File: src/rtl/sobel_frame_writer_if.sv
// Upstream show-ahead FIFO pop port and frame-memory write port of the frame writer.
interface sobel_frame_writer_if #(
  parameter int DWIDTH = 8,
  parameter int AWIDTH = 19
);
  logic              fifo_in_rd_en;
  logic [DWIDTH-1:0] fifo_in_dout;
  logic              fifo_in_empty;
  logic              mem_wr_en;
  logic [AWIDTH-1:0] mem_addr;
  logic [DWIDTH-1:0] mem_din;

  modport master (
    output fifo_in_rd_en, mem_wr_en, mem_addr, mem_din,
    input  fifo_in_dout, fifo_in_empty
  );

  modport slave (
    input  fifo_in_rd_en, mem_wr_en, mem_addr, mem_din,
    output fifo_in_dout, fifo_in_empty
  );
endinterface

File: src/rtl/sobel_frame_writer.sv
// Drains one frame of pixels from a show-ahead FIFO into frame memory on request,
// tracking completed frames and a per-frame pixel checksum.
module sobel_frame_writer #(
  parameter int IMG_WIDTH  = 720,
  parameter int IMG_HEIGHT = 540,
  parameter int DWIDTH     = 8,
  parameter int AWIDTH     = 19
) (
  input  logic                 clock,
  input  logic                 reset,
  input  logic                 start,
  sobel_frame_writer_if.master bus,
  output logic                 busy,
  output logic                 frame_done,
  output logic [15:0]          frame_count,
  output logic [31:0]          checksum
);
  localparam int unsigned NPIX = IMG_WIDTH * IMG_HEIGHT;
  localparam logic [AWIDTH-1:0] LAST_PIX = AWIDTH'(NPIX - 1);

  typedef enum logic [1:0] {IDLE, RUN, DONE} state_t;

  state_t            state_q, state_d;
  logic [AWIDTH-1:0] pix_q, pix_d;
  logic [31:0]       sum_q, sum_d;
  logic              wr_q, wr_d;
  logic [AWIDTH-1:0] addr_q, addr_d;
  logic [DWIDTH-1:0] din_q, din_d;
  logic [31:0]       cks_q, cks_d;
  logic [15:0]       frame_count_q, frame_count_d;
  logic              pop;

  // Reset gates the combinational outputs so they read inactive in the reset cycle itself.
  assign pop               = (state_q == RUN) && !bus.fifo_in_empty && !reset;
  assign bus.fifo_in_rd_en = pop;
  assign bus.mem_wr_en     = wr_q;
  assign bus.mem_addr      = addr_q;
  assign bus.mem_din       = din_q;
  assign busy              = (state_q != IDLE) && !reset;
  assign frame_done        = (state_q == DONE) && !reset;
  assign frame_count       = frame_count_q;
  assign checksum          = cks_q;

  always_comb begin
    state_d       = state_q;
    pix_d         = pix_q;
    sum_d         = sum_q;
    wr_d          = 1'b0;
    addr_d        = addr_q;
    din_d         = din_q;
    cks_d         = cks_q;
    frame_count_d = frame_count_q;
    unique case (state_q)
      IDLE: begin
        if (start) begin
          state_d = RUN;
          pix_d   = '0;
          sum_d   = '0;
        end
      end
      RUN: begin
        if (pop) begin
          wr_d   = 1'b1;
          addr_d = pix_q;
          din_d  = bus.fifo_in_dout;
          pix_d  = pix_q + AWIDTH'(1);
          sum_d  = sum_q + 32'(bus.fifo_in_dout);
          if (pix_q == LAST_PIX) state_d = DONE;
        end
      end
      DONE: begin
        // Last pixel's write is on the bus this cycle; commit frame results.
        cks_d         = sum_q;
        frame_count_d = frame_count_q + 16'd1;
        state_d       = IDLE;
      end
      default: state_d = IDLE;
    endcase
  end

  always_ff @(posedge clock) begin
    if (reset) begin
      state_q       <= IDLE;
      pix_q         <= '0;
      sum_q         <= '0;
      wr_q          <= 1'b0;
      addr_q        <= '0;
      din_q         <= '0;
      cks_q         <= '0;
      frame_count_q <= '0;
    end else begin
      state_q       <= state_d;
      pix_q         <= pix_d;
      sum_q         <= sum_d;
      wr_q          <= wr_d;
      addr_q        <= addr_d;
      din_q         <= din_d;
      cks_q         <= cks_d;
      frame_count_q <= frame_count_d;
    end
  end
endmodule

File: src/flat_wrapper.sv
// flat-port wrapper written by rule: the top's interface ports become plain ports
module sobel_frame_writer_flat 
#(
  parameter int IMG_WIDTH  = 720,
  parameter int IMG_HEIGHT = 540,
  parameter int DWIDTH     = 8,
  parameter int AWIDTH     = 19
)
  (clock, reset, start, busy, frame_done, frame_count, checksum, bus_fifo_in_rd_en, bus_mem_wr_en, bus_mem_addr, bus_mem_din, bus_fifo_in_dout, bus_fifo_in_empty);
  sobel_frame_writer_if #(.DWIDTH(DWIDTH), .AWIDTH(AWIDTH)) bus_i ();
  input  logic clock;
  input  logic reset;
  input  logic start;
  output logic busy;
  output logic frame_done;
  output logic [15:0] frame_count;
  output logic [31:0] checksum;
  output wire logic [$bits(bus_i.fifo_in_rd_en)-1:0] bus_fifo_in_rd_en;
  output wire logic [$bits(bus_i.mem_wr_en)-1:0] bus_mem_wr_en;
  output wire logic [$bits(bus_i.mem_addr)-1:0] bus_mem_addr;
  output wire logic [$bits(bus_i.mem_din)-1:0] bus_mem_din;
  input wire logic [$bits(bus_i.fifo_in_dout)-1:0] bus_fifo_in_dout;
  input wire logic [$bits(bus_i.fifo_in_empty)-1:0] bus_fifo_in_empty;
  assign bus_fifo_in_rd_en = bus_i.fifo_in_rd_en;
  assign bus_mem_wr_en = bus_i.mem_wr_en;
  assign bus_mem_addr = bus_i.mem_addr;
  assign bus_mem_din = bus_i.mem_din;
  assign bus_i.fifo_in_dout = bus_fifo_in_dout;
  assign bus_i.fifo_in_empty = bus_fifo_in_empty;
  sobel_frame_writer #(.IMG_WIDTH(IMG_WIDTH), .IMG_HEIGHT(IMG_HEIGHT), .DWIDTH(DWIDTH), .AWIDTH(AWIDTH)) u_core (.clock(clock), .reset(reset), .start(start), .bus(bus_i), .busy(busy), .frame_done(frame_done), .frame_count(frame_count), .checksum(checksum));
endmodule
File: config.mk
export PLATFORM = sky130hd
export DESIGN_NAME = sobel_frame_writer_flat
export DESIGN_NICKNAME = d
export VERILOG_FILES = /design/src/rtl/sobel_frame_writer_if.sv /design/src/rtl/sobel_frame_writer.sv /design/src/flat_wrapper.sv
export SDC_FILE = /design/constraint.sdc
export NUM_CORES = 1
export LEC_CHECK = 0
export ABC_CLOCK_PERIOD_IN_PS = 3650
export BUFFER_PORTS_ARGS = -buffer_cell sky130_fd_sc_hd__buf_2
export CELL_PAD_IN_SITES_DETAIL_PLACEMENT = 1
export CELL_PAD_IN_SITES_GLOBAL_PLACEMENT = 1
export CORE_UTILIZATION = 42
export CTS_CLUSTER_DIAMETER = 50
export DETAILED_ROUTE_END_ITERATION = 10
export PLACE_DENSITY_LB_ADDON = 0.1
export SLEW_MARGIN = 15
export SYNTH_ARGS = -nofsm -noshare
export SYNTH_HDL_FRONTEND = slang
export SYNTH_SLANG_ARGS = --single-unit
File: constraint.sdc
create_clock -name clock -period 3.65 [get_ports clock]
set_input_delay 0.9125 -clock clock [delete_from_list [all_inputs] [get_ports clock]]
set_output_delay 0.9125 -clock clock [all_outputs]
set_load 0.03 [all_outputs]
==> Word-level counts from Yosys, hierarchy flattened <==
Cells that the tools add are included.
{ "op_classes": {"addsub": 3, "eq_ne": 6, "muxes": 11, "bitwise": 1, "n_reduce_logical": 13} }
{ "ops": {"columns": ["op", "count"], "rows": [
  ["$mux W32", 2],
  ["$pmux W32 S2", 1],
  ["$mux W19", 2],
  ["$pmux W19 S2", 1],
  ["$add A32 B8 Y32", 1],
  ["$add A19 B1 Y19 const B", 1],
  ["$eq A19 B19 Y1 const B", 1],
  ["$add A16 B1 Y16 const B", 1],
  ["$mux W2", 3],
  ["$ne A2 B2 Y1 const B", 3],
  ["$reduce_and A3 Y1", 2],
  ["$logic_and A1 B1 Y1", 4],
  ["$pmux W2 S2", 1],
  ["$reduce_bool A2 Y1", 2],
  ["$eq A2 B1 Y1 const B", 1],
  ["$eq A2 B2 Y1 const B", 1],
  ["$logic_not A1 Y1", 2],
  ["$logic_not A2 Y1", 1],
  ["$reduce_and A2 Y1", 1],
  ["$reduce_or A2 Y1", 1],
  ["$mux W1", 1],
  ["$not A1 Y1", 1]
]} }
{ "totals": {"register_bits": 129, "inputBits": 12, "out_inout_bits": 79, "elab_cells": 42} }

==> Depth between registers and ports, before layout <==
Gate-level depths: netlist of the first run.
{ "depth": {"ltp_word": 5, "mapped_depth": 9, "mapped_depth_nobuf": 9} }

==> Worst setup path before layout of the first run <==
No wires, ideal clock.
{ "synth_timing": {"path_kind": "input to register", "from": "in bus_fifo_in_dout[0]", "to": "reg u_core.sum_q[26]", "setup_time_ns": 0.070, "arrival_time_ns": 2.905, "required_ns": 3.580, "path_slack_ns": 0.674, "stages": 9, "n_path_buf": 0, "path_cell_list": "ha_1 inv_1 fa_1 and2b_1 o2111ai_1 a21oi_1 o2111ai_1 or4_1 a21oi_1"} }
{ "synth_via": {"elab_chain_len": 3} }
{ "synth_rtl": {"columns": ["item", "line", "rtl"], "rows": [
  ["start: declaration", "flat_wrapper.sv:22", "input wire logic [$bits(bus_i.fifo_in_dout)-1:0] bus_fifo_in_dout;"],
  ["$add A32 B8 Y32", "sobel_frame_writer.sv:67", "sum_d = sum_q + 32'(bus.fifo_in_dout);"],
  ["$mux W32", "sobel_frame_writer.sv:62", "if (pop) begin"],
  ["$pmux W32 S2", "sobel_frame_writer.sv:53", "unique case (state_q)"],
  ["end signal: assignment", "sobel_frame_writer.sv:94", "sum_q <= sum_d;"],
  ["end: declaration", "sobel_frame_writer.sv:25", "logic [31:0] sum_q, sum_d;"]
]} }
Every way passes these cells. The select of a mux whose other input is x is not followed.
A chain may end at the register's enable or synchronous reset.

==> Worst setup path in the final report of the first run <==
{ "layout_timing": {"from": "in bus_fifo_in_dout[0]", "to": "reg u_core.sum_q[30]"} }
The elaborated chain is that of the path after synthesis.

==> run_results.csv, run 1 <==
group,metric,value,unit
status,status,"complete, no violations",
cells_and_area,area_delta_synth_final,21.3,%
floorplan,die-area,13400,µm²
worst_setup_path,worstPathMaxFanout,6,
clocking,htree_levels,4,
pwr,leakagePower,2.57,nW
timing,rsz0062_at_grt,"no",
route,viasPerCell,5.20,
global_routing,overflow,0,
logic_synthesis,async_reset_ff_frac,0,
logic_synthesis,yosys.area.top_type,"dfxtp_1",
min_path,hp-class,"register to register",
timing,fin_crit_sh,0.822,
placement,gp_congestion,0.869,
route,dr.first_iter.drc_count,233,
worst_setup_path,r2r_cells,9,
clocking,hold_buffers,0,
timing,hold_slack,452,ps
placement,numPortBuffers,90,
worst_setup_path,start_kind,"primary input",
worst_setup_path,r2r_setup_slack,880,ps
route,drc,0,
worst_setup_path,critPathRequiredTime,3990,ps
route,wl_per_cell,15.6,µm
cells_and_area,post-route-util,0.524,
timing,final_hold_viol_count,0,
global_routing,grt_pass1_vias,4736,
worst_setup_path,r2r-start,"u_core.sum_q[0]",
logic_synthesis,synthCells,652,
clocking,post_cts_resized,0,
clocking,cts_root_buf,"clkbuf_16",
route,ant_nets,0,
min_path,min_from,"u_core.checksum[30]",
min_path,worstHoldPathCells,2,
floorplan,die_h,116,µm
placement,dp_cells,891,
floorplan,pin_count,91,
clocking,clk_latency,420,ps
clocking,clkTransAtPathRegs,50,ps
logic_synthesis,synth_seq_cells,129,
cells_and_area,drive_gt1_frac,0.181,
global_routing,grt_pass1_wl,23.7,mm
timing,skew,5.60,ps
cells_and_area,fin_cells,923,
timing,relSlewSlack,0.386,
global_routing,grt_max_degree,56,
route,vias,4803,
pwr,ir_drop,292,µV
global_routing,grt_usage,0.229,
cells_and_area,final_cell_mix,"dfxtp_1 (129), nand2_1 (121), buf_2 (90)",
floorplan,start_util,0.432,
worst_setup_path,cp_data_arrival_time,3340,ps
logic_synthesis,synthesis.nets,675,
logic_synthesis,synth_top_area_frac,0.474,
timing,finalMaxSlewViolations,0,
floorplan,die_w,116,µm
cells_and_area,diodes,0,
timing,worst_slew_pin_slew,920,ps
logic_synthesis,synthTopCellsByArea,"dfxtp_1 (47%), nand2_1 (8.3%), a21oi_1 (5.0%)",
worst_setup_path,path_class,"primary input to register",
route,wirelength,14.4,mm
timing,fmax,333,MHz
clocking,clock-sinks,129,
clocking,cts_buffers,17,
floorplan,rows,41,
cells_and_area,final_common_cell,"dfxtp_1",
placement,hpwl,9.94,mm
worst_setup_path,cp-end-kind,"register",
timing,setup_violations,0,
logic_synthesis,synth_warnings,0,
clocking,cts_tree,"yes",
logic_synthesis,synth-edff-count,0,
clocking,cts_buffer_depth,2,
logic_synthesis,synth_ff_type,"dfxtp_1",
clocking,cts_setup_buffers,0,
pwr,pwr_density_cell,474,nW/µm²
cells_and_area,fin_nets,761,
worst_setup_path,reg2reg_to,"u_core.sum_q[30]",
flow_run,cap_violations,0,
floorplan,core_region_area,12600,µm²
min_path,hold-path-endpoint,"u_core.checksum[30]",
logic_synthesis,netlist_area,5450,µm²
logic_synthesis,ys_seq_area_frac,0.474,
logic_synthesis,ys_types,45,
timing,fin_setup_tns,0,ps
timing,fin_crit,3000,ps
global_routing,antenna_found_initial,0,
route,firstDrtPassIters,4,
logic_synthesis,syn_area_per_cell,8.37,µm²
-- critical path, stage by stage --
cell and delay (ps):
buf_2 130, ha_1 190, inv_1 70, fa_1 400, and2b_1 230, o2111ai_1 140
a21oi_1 440, o21ai_1 240, or3_1 410, a21oi_1 160
-- kinds of logic after synthesis --
group / count (synthesis) / share of synthesized area
buffers and inverters: 45 / 0.0330
XOR/XNOR: 50 / 0.0803
AND/OR/NAND/NOR: 289 / 0.249
adder cells (fa/ha/maj): 11 / 0.0266
multiplexers: 3 / 0.00596
flip-flops: 129 / 0.474
AO/OA/AOI/OAI: 125 / 0.131
-- registers in the layout, summed over array words and instances, names as in the netlist --
signal / cells
u_core.bus.mem_addr: 19
u_core.bus.mem_din: 8
u_core.bus.mem_wr_en: 1
u_core.checksum: 32
u_core.frame_count: 16
u_core.pix_q: 19
u_core.state_q: 2
u_core.sum_q: 32
-- worst max path at each step --
| stage | start | to | slack, ps | depth (start not counted) |
|---|---|---|---|---|
| after global routing | bus_fifo_in_dout[0] | u_core.sum_q[26] | 460 | 10 |
| after floorplan | bus_fifo_in_dout[0] | u_core.sum_q[26] | 670 | 9 |
| after detailed placement | bus_fifo_in_dout[0] | u_core.sum_q[30] | 250 | 10 |
| after global placement | bus_fifo_in_dout[0] | u_core.sum_q[26] | 300 | 10 |
| after CTS | bus_fifo_in_dout[0] | u_core.sum_q[26] | 650 | 10 |
| final | bus_fifo_in_dout[0] | u_core.sum_q[30] | 650 | 10 |
-- synth_stat cells, types with 2 or more instances --
master / number
clkbuf_1: 25
buf_1: 4
and3_1: 10
nor2_1: 64
nor2b_1: 3
nand2_1: 121
buf_4: 2
nand2b_1: 28
a21o_1: 4
o21ai_0: 42
buf_2: 3
nand4_1: 11
nor4_1: 4
nand3_1: 20
xor2_1: 29
inv_1: 11
mux2_2: 2
and4_1: 3
or3_1: 10
o2111ai_1: 7
nand3b_1: 2
a21oi_1: 55
ha_1: 10
dfxtp_1: 129
xnor2_1: 21
o21bai_1: 2
a2111oi_0: 6
a22o_1: 3
nor3_1: 5
-- layer usage --
metal  GRT usage  vias up  share of wire
met5           0        -              0
met4      0.0829        0          0.014
met3      0.0518       19          0.032
met2       0.376       68           0.48
met1       0.295     2330           0.48
li1            -     2386              -
-- stage by stage --
step | setup slack, ps | instance area (µm²) | total power [mW]
5_1_grt | 459 | 6610 | 3.24
4_1_cts | 645 | 6610 | 3.17
3_5_place_dp | 248 | 6070 | 1.59
2_1_floorplan | 674 | 5450 | 1.55
3_3_place_gp | 295 | 6070 | 1.59
6_report | 650 | 6610 | 3.14
-- report_power, final --
| part | leakage, nW | switching, mW | internal, mW |
|---|---|---|---|
| clock | 0.272 | 0.589 | 0.984 |
| sequential | 1.04 | 0.00857 | 1.42 |
| combinational | 1.26 | 0.0925 | 0.0426 |
| total | 2.57 | 0.690 | 2.45 |
-- layout make-up --
| cell class | count | area (µm²) |
|---|---|---|
| fillers | 1580 | 6010 |
| multi-input cells | 478 | 2700 |
| flip-flops and latches | 129 | 2580 |
| repair buffers | 101 | 533 |
| clock buffers | 26 | 489 |
| well taps | 172 | 215 |
| clock inverters | 6 | 55.1 |
| inverters | 11 | 41.3 |
Note: power is estimated with default switching activity, not from simulation.
==> run 2: changes to the inputs <==
- ABC_CLOCK_PERIOD_IN_PS: 3650 -> 2900
- clock period: 3.65 -> 2.9 ns (I/O delays scaled with it)
==> run_results.csv, run 2 (synthesis gave the netlist of run 1 again) <==
group,metric,value,unit
cells_and_area,stdcell_area,6650,µm²
worst_setup_path,path_cells,"buf_2 -> ha_1 -> inv_1 -> fa_1 -> and2b_1 -> o2111ai_1 -> a21oi_1 -> buf_4 -> o2111ai_1 -> or4_1 -> a21oi_1",
placement,dp_cells,898,
timing,fin_crit,2680,ps
placement,gp_congestion,0.789,
route,vias,4842,
clocking,clkTransAtPathRegs,50,ps
floorplan,pin_count,91,
global_routing,antenna_found_initial,0,
clocking,hold_buffers,0,
timing,skew,7.52,ps
global_routing,grt_usage,0.230,
route,viasPerCell,5.21,
timing,finalMaxSlewViolations,0,
worst_setup_path,critPathRequiredTime,3250,ps
cells_and_area,final_cell_mix,"dfxtp_1 (129), nand2_1 (121), buf_2 (90)",
worst_setup_path,r2r_setup_slack,240,ps
global_routing,grt_max_degree,55,
cells_and_area,final_common_cell,"dfxtp_1",
placement,place_area,6120,µm²
pwr,ir_drop,323,µV
global_routing,overflow,0,
worst_setup_path,critPathMaxStageDelay,440,ps
placement,hpwl,10.2,mm
cells_and_area,drive_gt1_frac,0.190,
pwr,leakagePower,2.60,nW
flow_run,cap_violations,0,
route,wl_per_cell,15.7,µm
floorplan,core_region_area,12600,µm²
worst_setup_path,slowest_stage,"or4_1",
floorplan,start_util,0.432,
clocking,clk_latency,420,ps
route,drc,0,
clocking,post_cts_resized,0,
worst_setup_path,cp-end-kind,"register",
cells_and_area,diodes,0,
worst_setup_path,path_class,"primary input to register",
min_path,hp-class,"register to register",
worst_setup_path,start_kind,"primary input",
clocking,htree_levels,4,
global_routing,grt_pass1_vias,4790,
pwr,pwr_density_cell,583,nW/µm²
floorplan,die_h,116,µm
timing,setup_violations,0,
status,status,"complete, no violations",
route,dr.first_iter.drc_count,193,
route,wirelength,14.6,mm
clocking,cts_buffer_depth,2,
global_routing,grt_pass1_wl,23.8,mm
timing,final_hold_viol_count,0,
clocking,clock-sinks,129,
placement,numPortBuffers,90,
worst_setup_path,worstPathMaxFanout,4,
clocking,cts_tree,"yes",
worst_setup_path,cp_data_arrival_time,3030,ps
clocking,cts_root_buf,"clkbuf_16",
timing,rsz0062_at_grt,"no",
timing,fin_crit_sh,0.924,
cells_and_area,area_delta_synth_final,22.0,%
clocking,cts_setup_buffers,0,
floorplan,die_w,116,µm
cells_and_area,post-route-util,0.527,
timing,worst_slew_pin_slew,732,ps
floorplan,rows,41,
cells_and_area,fin_cells,930,
route,firstDrtPassIters,4,
cells_and_area,fin_nets,768,
clocking,cts_buffers,17,
floorplan,die-area,13400,µm²
route,ant_nets,0,
timing,relSlewSlack,0.512,
timing,fmax,373,MHz
run 2: cell count changes in the layout (fill, tap and decap cells not counted):
cell | before | now
clkbuf_1 | 6 | 5
bufinv_16 | 1 | 0
clkinv_2 | 5 | 6
clkbuf_8 | 3 | 4
buf_4 | 11 | 18
run 2: metal layers:
metal | track usage | vias to the layer above | part of all wire
li1 | - | 2394 | -
met1 | 0.282 | 2328 | 0.45
met2 | 0.390 | 100 | 0.49
met3 | 0.0502 | 20 | 0.037
met4 | 0.0966 | 0 | 0.019
met5 | 0 | - | 0
run 2: worst max-delay path, delay by kind of cell:
family,cells,cell delay (ps)
compound gates,4,670
fa+ha+maj,2,600
buf+inv,3,360
simple gates,2,670
run 2: final cells by class:
cell class	instances	area, µm²
Clock buffer	26	499
Clock inverter	6	30.0
Fill cell	1588	5970
Inverter	11	41.3
Multi-Input combinational cell	478	2700
Sequential cell	129	2580
Tap cell	172	215
Timing Repair Buffer	108	586
run 2: final timing paths:
kind                            depth (start not counted)                 from                 end
worst max register to register                         10      u_core.sum_q[0]    u_core.sum_q[26]
worst max-delay path                                   11  bus_fifo_in_dout[0]    u_core.sum_q[26]
worst min-delay path                                    2   u_core.checksum[2]  u_core.checksum[2]
worst min register to register                          2   u_core.checksum[2]  u_core.checksum[2]
run 2: where the power goes:
part	total, mW	internal [mW]	switching, mW
Clock	1.90	1.17	0.733
Combinational	0.174	0.0569	0.117
Sequential	1.80	1.79	0.0112
Total	3.88	3.01	0.861
run 2: per-stage QoR:
stage / power (mW) / hold slack [ps] / setup TNS (ps) / worst slack (ps)
floorplan: 1.94 / 445 / 0 / 112
CTS: 3.91 / 458 / 0 / 266
detailed placement: 2.01 / 449 / -125 / -100
global placement: 2.00 / 443 / 0 / 10.4
finish: 3.88 / 454 / 0 / 220
global route: 4.01 / 471 / 0 / 113
==> run 3: changes to the inputs <==
- SETUP_SLACK_MARGIN: default -> 0.4
==> run_results.csv, run 3 (synthesis gave the netlist of run 1 again) <==
group,metric,value,unit
status,status,"complete, no violations",
cells_and_area,final_cell_mix,"dfxtp_1 (128), nand2_1 (121), buf_2 (90)",
pwr,total_power,3.93,mW
placement,place_area,6160,µm²
cells_and_area,final_common_cell,"dfxtp_1",
min_path,hp-class,"register to register",
worst_setup_path,cpLargestDelayFamily,"compound AO/OA/AOI/OAI gates",
worst_setup_path,path_cells,"buf_2 -> ha_4 -> inv_2 -> fa_2 -> and2b_1 -> o2111ai_2 -> a21oi_4 -> o2111ai_4 -> or4_1 -> a21oi_1",
floorplan,die-area,13400,µm²
pwr,p_clk_frac,0.497,
floorplan,die_h,116,µm
worst_setup_path,critPathMaxStageDelay,450,ps
placement,numPortBuffers,90,
global_routing,grt_pass1_wl,23.5,mm
worst_setup_path,critical_path_buf_inv_count,2,
cells_and_area,area_delta_synth_final,23.1,%
timing,worst_slew_pin_slew,736,ps
worst_setup_path,slowest_stage,"or4_1",
clocking,cts_buffer_depth,2,
timing,final_hold_viol_count,0,
floorplan,start_util,0.432,
placement,hpwl,10.0,mm
global_routing,overflow,0,
route,viasPerCell,5.23,
timing,setup_violations,0,
pwr,switching_power,0.878,mW
floorplan,core_region_area,12600,µm²
clocking,cts_tree,"yes",
timing,finalWorstSetupSlack,456,ps
floorplan,rows,41,
global_routing,grt_usage,0.226,
pwr,netSwitchingFraction,0.223,
pwr,p_int,3.05,mW
clocking,clkTransAtPathRegs,60,ps
timing,fin_crit_sh,0.843,
cells_and_area,nFillCells,1587,
global_routing,grt_pass1_vias,4885,
worst_setup_path,path_class,"primary input to register",
pwr,leakagePower,2.61,nW
timing,fmax,409,MHz
worst_setup_path,start_kind,"primary input",
timing,finalMaxSlewViolations,0,
route,drc,0,
pwr,pwr-share-seq,0.457,
cells_and_area,diodes,0,
clocking,clock-sinks,129,
global_routing,grt_max_degree,45,
worst_setup_path,cp_data_arrival_time,2790,ps
timing,skew,11.9,ps
timing,relSlewSlack,0.507,
timing,rsz0062_at_grt,"no",
timing,fin_crit,2440,ps
worst_setup_path,critPathRequiredTime,3250,ps
floorplan,pin_count,91,
pwr,pwr_density_cell,585,nW/µm²
worst_setup_path,worstPathMaxFanout,4,
route,firstDrtPassIters,4,
clocking,cts_buffers,17,
cells_and_area,fin_nets,769,
route,wl_per_cell,15.4,µm
clocking,cts_root_buf,"clkbuf_16",
placement,pre_cts_ws,-17.2,ps
cells_and_area,drive_gt1_frac,0.201,
route,vias,4867,
clocking,clk_latency,420,ps
cells_and_area,stdcell_area,6720,µm²
placement,gp_congestion,0.845,
route,dr.first_iter.drc_count,186,
global_routing,antenna_found_initial,0,
cells_and_area,post-route-util,0.532,
route,wirelength,14.3,mm
worst_setup_path,cp-end-kind,"register",
flow_run,cap_violations,0,
pwr,ir_drop,279,µV
floorplan,die_w,116,µm
pwr,combPwrFrac,0.046,
clocking,htree_levels,4,
route,ant_nets,0,
==> run 3: worst register-to-register path: stages, from the launching register on <==
cell	delay, ps
dfxtp_2	360
ha_4	140
inv_2	40
fa_2	340
and2b_1	230
o2111ai_2	150
a21oi_4	260
o2111ai_4	180
or4_1	450
a21oi_1	170
==> run 3: path summary, 6_finish.rpt <==
path	startpoint	endpoint	slack (ps)	depth (start not counted)
worst min register to register	u_core.checksum[2]	u_core.checksum[2]	450	2
worst max-delay path	bus_fifo_in_dout[0]	u_core.sum_q[26]	460	10
worst min-delay path	u_core.checksum[2]	u_core.checksum[2]	450	2
worst max register to register	u_core.sum_q[0]	u_core.sum_q[26]	510	9
==> run 3: stage by stage <==
stage                     instances  setup TNS, ps  hold WS [ps]
after CTS                       928              0           456
after detailed placement        897          -17.2           448
after floorplan                 652              0           445
after global placement          897              0           441
final                           930              0           452
after global routing            930              0           475
==> run 3: cell type report <==
cell class,count,area [µm²],area share
Clock inverter,7,60.1,0.00894
Tap cell,172,215,0.0320
Timing Repair Buffer,109,593,0.0883
Clock buffer,24,472,0.0702
Sequential cell,129,2580,0.385
Multi-Input combinational cell,478,2750,0.410
Inverter,11,41.3,0.00615
==> run 3: metal layers <==
metal / up-vias / part of all wire / track usage
met5: - / 0 / 0
met4: 0 / 0.012 / 0.0872
met3: 13 / 0.038 / 0.0560
met2: 96 / 0.48 / 0.379
met1: 2361 / 0.47 / 0.280
li1: 2397 / - / -
==> run 3: power groups by stage <==
stage          sequential (mW)  clock, mW  combinational [mW]
6_report                  1.80       1.95               0.181
5_1_grt                   1.80       2.07               0.199
3_3_place_gp              1.83          0               0.176
2_1_floorplan             1.84          0               0.107
4_1_cts                   1.80       1.99               0.182
3_5_place_dp              1.83          0               0.181
==> run 3: timing repair <==
action                                  in CTS  in global routing
setup buffers                                0                  2
gates resized for setup                      0                  2
endpoints found under the hold margin        0                  0
endpoints found under the setup margin       0                  2
hold buffers                                 0                  0
